===== src/rtl/etapa_mem_pkg.sv =====
// etapa_mem_pkg: shared FSM states, access-size codes and byte-enable constants for the MEM stage.
package etapa_mem_pkg;
    typedef enum logic [1:0] {IDLE, ACCESO, HECHO} estado_t;
    typedef enum logic [1:0] {
        TAM_BYTE = 2'b00,
        TAM_HALF = 2'b01,
        TAM_ANCHO = 2'b10,
        TAM_WORD = 2'b11
    } tam_t;
    localparam logic [3:0] BE_BYTE = 4'b0001;
    localparam logic [3:0] BE_HALF_LO = 4'b0011;
    localparam logic [3:0] BE_HALF_HI = 4'b1100;
    localparam logic [3:0] BE_WORD = 4'b1111;
    // Code 10 falls through to a full word.
    function automatic logic [3:0] be_de(input logic [1:0] tam, input logic [1:0] lo);
        return tam == TAM_BYTE ? BE_BYTE << lo : tam == TAM_HALF ? (lo[1] ? BE_HALF_HI : BE_HALF_LO) : BE_WORD;
    endfunction
endpackage


===== src/rtl/filtro_carga.sv =====
// filtro_carga: picks the addressed byte/half of a read word, right-justifies and extends it.
module filtro_carga
    import etapa_mem_pkg::*;
#(
    parameter int NBITS = 32
) (
    input  logic [NBITS-1:0] datos,
    input  logic [1:0]       lo,
    input  logic [1:0]       tam,
    input  logic             sin_signo,
    output logic [NBITS-1:0] cargado
);
    logic [7:0]  b;
    logic [15:0] h;
    always_comb begin
        b = datos[8*lo +: 8];
        h = lo[1] ? datos[16 +: 16] : datos[0 +: 16];
        cargado = tam == TAM_BYTE ? {{(NBITS-8){b[7] & ~sin_signo}}, b}
                : tam == TAM_HALF ? {{(NBITS-16){h[15] & ~sin_signo}}, h}
                : datos;
    end
endmodule


===== src/rtl/etapa_mem.sv =====
// etapa_mem: pipeline MEM stage with a stalling data-memory handshake and MEM/WB register.
module etapa_mem
    import etapa_mem_pkg::*;
#(
    parameter int NBITS = 32,
    parameter int REGS = 5
) (
    input  logic             i_clk,
    input  logic             i_reset,
    input  logic [NBITS-1:0] i_PCBranch,
    input  logic [NBITS-1:0] i_ALU,
    input  logic [NBITS-1:0] i_Registro2,
    input  logic             i_Cero,
    input  logic             i_Branch,
    input  logic             i_MemWrite,
    input  logic             i_MemRead,
    input  logic             i_MemToReg,
    input  logic             i_RegWrite,
    input  logic             i_SinSigno,
    input  logic [1:0]       i_TamanoFiltro,
    input  logic [REGS-1:0]  i_RegistroDestino,
    output logic             o_MemReq,
    output logic             o_MemWe,
    output logic [NBITS-1:0] o_MemAddr,
    output logic [NBITS-1:0] o_MemWData,
    output logic [3:0]       o_MemBe,
    input  logic             i_MemAck,
    input  logic [NBITS-1:0] i_MemRData,
    output logic             o_PCSrc,
    output logic [NBITS-1:0] o_PCBranch,
    output logic             o_Stall,
    output logic [NBITS-1:0] o_ReadData,
    output logic [NBITS-1:0] o_ALU,
    output logic [REGS-1:0]  o_RegistroDestino,
    output logic             o_MemToReg,
    output logic             o_RegWrite
);
    estado_t          estado;
    logic [1:0]       lo, tam;
    logic             acceso_mem, ack;
    logic [NBITS-1:0] cargado, wdata;

    assign acceso_mem = i_MemRead | i_MemWrite;
    assign ack = estado == ACCESO && i_MemAck;
    assign o_PCSrc = i_Branch & i_Cero;
    assign o_PCBranch = i_PCBranch;

    always_comb begin
        o_Stall = estado == IDLE ? acceso_mem : estado == ACCESO ? ~i_MemAck : 1'b0;
        wdata = i_TamanoFiltro == TAM_BYTE ? {(NBITS/8){i_Registro2[7:0]}}
              : i_TamanoFiltro == TAM_HALF ? {(NBITS/16){i_Registro2[15:0]}}
              : i_Registro2;
    end

    filtro_carga #(.NBITS(NBITS)) u_filtro (
        .datos(i_MemRData),
        .lo(lo),
        .tam(tam),
        .sin_signo(i_SinSigno),
        .cargado(cargado)
    );

    // HECHO is a one-cycle turnaround: upstream has already advanced, so only a non-memory op may arrive here.
    always_ff @(posedge i_clk) begin
        if (i_reset) begin
            estado <= IDLE;
            o_MemReq <= 1'b0;
            o_MemWe <= 1'b0;
            o_MemAddr <= '0;
            o_MemWData <= '0;
            o_MemBe <= '0;
            lo <= '0;
            tam <= '0;
            o_ReadData <= '0;
            o_ALU <= '0;
            o_RegistroDestino <= '0;
            o_MemToReg <= 1'b0;
            o_RegWrite <= 1'b0;
        end else begin
            case (estado)
                IDLE: if (acceso_mem) begin
                    estado <= ACCESO;
                    o_MemReq <= 1'b1;
                    o_MemWe <= i_MemWrite;
                    o_MemAddr <= {i_ALU[NBITS-1:2], 2'b00};
                    o_MemWData <= wdata;
                    o_MemBe <= be_de(i_TamanoFiltro, i_ALU[1:0]);
                    lo <= i_ALU[1:0];
                    tam <= i_TamanoFiltro;
                end
                ACCESO: if (i_MemAck) begin
                    estado <= HECHO;
                    o_MemReq <= 1'b0;
                    o_MemWe <= 1'b0;
                end
                default: estado <= IDLE;
            endcase
            o_RegWrite <= ~o_Stall & i_RegWrite;
            o_MemToReg <= ~o_Stall & i_MemToReg & ~i_MemWrite;
            if (!o_Stall) begin
                o_ALU <= i_ALU;
                o_RegistroDestino <= i_RegistroDestino;
                o_ReadData <= (ack && !o_MemWe) ? cargado : '0;
            end
        end
    end
endmodule


===== config.mk =====
export PLATFORM = sky130hd
export DESIGN_NAME = etapa_mem
export DESIGN_NICKNAME = d
export VERILOG_FILES = /design/src/rtl/etapa_mem_pkg.sv /design/src/rtl/filtro_carga.sv /design/src/rtl/etapa_mem.sv
export SDC_FILE = /design/constraint.sdc
export NUM_CORES = 1
export LEC_CHECK = 0
export ABC_CLOCK_PERIOD_IN_PS = 2300
export CAP_MARGIN = 20
export CORE_MARGIN = 2
export CORE_UTILIZATION = 40
export DETAILED_ROUTE_END_ITERATION = 6
export GPL_ROUTABILITY_DRIVEN = 0
export PLACE_DENSITY_LB_ADDON = 0.2
export SYNTH_ARGS = -nofsm -noshare
export SYNTH_HDL_FRONTEND = slang
export SYNTH_SLANG_ARGS = --single-unit

===== constraint.sdc =====
create_clock -name i_clk -period 2.3 [get_ports i_clk]
set_input_delay 0.23 -clock i_clk [delete_from_list [all_inputs] [get_ports i_clk]]
set_output_delay 0.23 -clock i_clk [all_outputs]
set_load 0.01 [all_outputs]

==> flow_summary.yaml <==
finish:
  drive_gt1_share_pct: 9.13
  num_antenna_cells: 0
  area_delta_synth_final_pct: 49.6
  final_util_pct: 61.4
  layout.nets: 1085
synth:
  synth_warnings: 0
  yosys-top-cells-area: "dfxtp_1, nand2_1, a21oi_1"
  ys_seq_area_share_pct: 46.5
  synth.most_common_cell: "nand2_1"
  netlist.area_leader.share_pct: 46.5
  avgSynthCellArea_um2: 8.52
  synth_async_sr_flop_share_pct: 0
  synth_edf_count: 0
  yosysUniqueCellTypes: 43
  synth_flop_cell: "dfxtp_1"
  syn_inst: 732
  synth_top_cell_by_area: "dfxtp_1"
  synth_area_um2: 6240
  synth_commonest_cells: "nand2_1, dfxtp_1, a21oi_1, nor2_1"
  synth.ff_latch_count: 145
job:
  maxCapViolations: 0
setup_path:
  timing.reg2reg.setup_slack_ps: 530
  cp_slowest_stage_delay_ps: 560
  cp_top_family: "buffers and inverters"
  startpoint_type: "register"
  path_buf_inv: 3
  path_max_fanout: 8
  worstPathRequired_ps: 2070
  worst-setup-path-type: "reg2out"
  crit_arrival_ps: 1930
  path_cells: "buf_4, nor3_1, a211o_1, inv_1, clkdlybuf4s50_1"
  reg2reg_depth: 5
  critPathCaptureType: "output pin"
  r2r_start: "tam[1]$_SDFFE_PP0P_"
  reg2reg_to: "o_ReadData[12]$_SDFFE_PP0N_"
  crit_path_top_delay_cell: "clkdlybuf4s50_1"
sta:
  worst_slack_ps: 136
  slew_violations: 0
  fin_crit_sh_pct: 94.1
  worstMarginPinSlew_ps: 755
  rsz0062_at_grt: "no"
  whs_ps: 338
  finClkSkew_ps: 9.96
  final.setup.tns_ps: 0
  max_freq_ghz: 0.462
  hold_violations: 0
  min_period_ps: 2160
  maxSlewHeadroom_pct: 49.7
  setup_viol: 0
power:
  total_power_uw: 6970
  ir_drop_v: 0.000670
  p_per_area_nw_per_um2: 746
  power.leakage_uw: 0.00369
global_route:
  grt.busiest_layer: "met2"
  grt_pass1_wl_um: 29000
  grt_usage_pct: 22.3
  grt_max_degree: 73
  grt_pass1_vias: 5574
  grtUsageMet3_pct: 8.90
  grt_overflow: 0
  grt_use_met1_pct: 26.8
  grt_antenna_before_repair: 0
  met2_usage_pct: 36.6
clock_tree:
  post_cts_resized: 0
  cts-hold-fix-buffers: 0
  clk_latency_ps: 430
  clk_pin_slew_ps: 60
  cts_buffers: 17
  postCtsSetupBuffers: 0
  root_buffer: "clkbuf_16"
  cts_tree: "yes"
  htreeDepth: 4
  cts.path.max_buffers: 2
  clock-sinks: 145
drt:
  wire_per_inst_um: 16.2
  via_per_inst: 5.07
  wl_um: 18500
  drcViolationCount: 0
  via_count: 5790
  drt_iter0_markers: 398
  antenna_left: 0
  dr.pass1.iters: 4
worst_hold_path:
  hold_path_depth: 3
  min-delay-start: "i_reset"
  min_to: "estado[1]$_SDFFE_PP0P_"
  hold_path.class: "in2reg"
place:
  post-place-ws_ps: 25.6
  dp_hpwl_um: 13200
  port_buffers: 253
die:
  die_area_um2: 16600
  core-area_um2: 15200
  ios: 320
  die_w_um: 129
  rows: 45
  die_h_um: 129
  initial_core_util_pct: 41.0
outcome:
  status: "completed"
## logic make-up (layout without fill, tap and decap cells)
kind of cell | after synthesis | in the layout | synth area share [%]
muxes | 34 | 34 | 7.44
other | 1 | 2 | 0.0601
AOI/OAI and AO/OA | 181 | 181 | 19.4
buffers and inverters | 104 | 324 | 9.11
DFF | 145 | 145 | 46.5
and+or+nand+nor | 267 | 267 | 17.5
## state kept, by name, indices dropped and copies added (netlist names), 4 cells and up
name / count
o_ALU: 32
o_MemWData: 32
o_ReadData: 32
o_MemBe: 4
o_RegistroDestino: 5
o_MemAddr: 30
## power breakdown
part           total, µW  internal (µW)  switching [µW]
sequential          2810           2700             107
combinational       1390            733             656
clock               2770           1640            1130
## worst max path at each step
| stage | startpoint | end | slack (ps) | depth (start not counted) |
|---|---|---|---|---|
| 2_1_floorplan | lo[0]$_SDFFE_PP0P_ | o_ReadData[16]$_SDFFE_PP0N_ | 670 | 6 |
| 3_3_place_gp | i_MemAck | o_ReadData[18]$_SDFFE_PP0N_ | 70 | 5 |
| 3_5_place_dp | i_MemAck | o_ReadData[19]$_SDFFE_PP0N_ | 30 | 5 |
| 4_1_cts | estado[0]$_SDFFE_PP0P_ | o_Stall | 90 | 5 |
| 5_1_grt | estado[0]$_SDFFE_PP0P_ | o_Stall | 10 | 5 |
| 6_report | estado[0]$_SDFFE_PP0P_ | o_Stall | 140 | 5 |
## layer usage
layer,share of wire (%),vias up
met5,0,-
met4,1.5,0
met3,9.0,22
met2,48,205
met1,42,2668
li1,-,2895
## metrics by stage
stage,area (µm²),cells
after floorplan,6240,733
after global placement,8730,1108
after detailed placement,8730,1108
after CTS,9330,1140
after global routing,9330,1141
final,9330,1141
## cell usage in the layout (no fill, tap or decap), types with 3 or more instances in the layout
master           synthesis  layout
inv_1                   13      13
a311oi_1                 8       8
a211oi_1                11      11
a221o_2                 16      16
buf_12                   0       3
clkinv_4                 0       5
nand2b_1                 5       5
clkbuf_16                0      17
nand2_1                199     199
mux4_1                   7       7
a21oi_1                 89      89
clkdlybuf4s50_1          0     252
mux2i_1                 25      25
nor2_1                  41      41
inv_6                    0       3
o21ai_0                 24      24
buf_4                   35      24
o22ai_1                  8       8
dfxtp_1                145     145
nor3_1                   6       6
a211o_1                  8       8
a221o_1                  8       8
## worst register-to-register path: cells and delay by family (launching register included)
| family | cells | cell delay [ps] |
|---|---|---|
| AO/OA/AOI/OAI | 1 | 220 |
| flip-flops | 1 | 490 |
| AND/OR/NAND/NOR | 2 | 450 |
| multiplexers | 1 | 270 |
| buffers and inverters | 1 | 240 |
## final cells by class
class / count / area [µm²]
clock buffer: 18 / 439
clock inverter: 14 / 155
fill: 1347 / 5870
inverter: 13 / 48.8
multi-input combinational: 484 / 2790
sequential: 145 / 2900
tap: 188 / 235
timing repair buffer: 279 / 2760
Note: power is estimated with default switching activity, not from simulation.
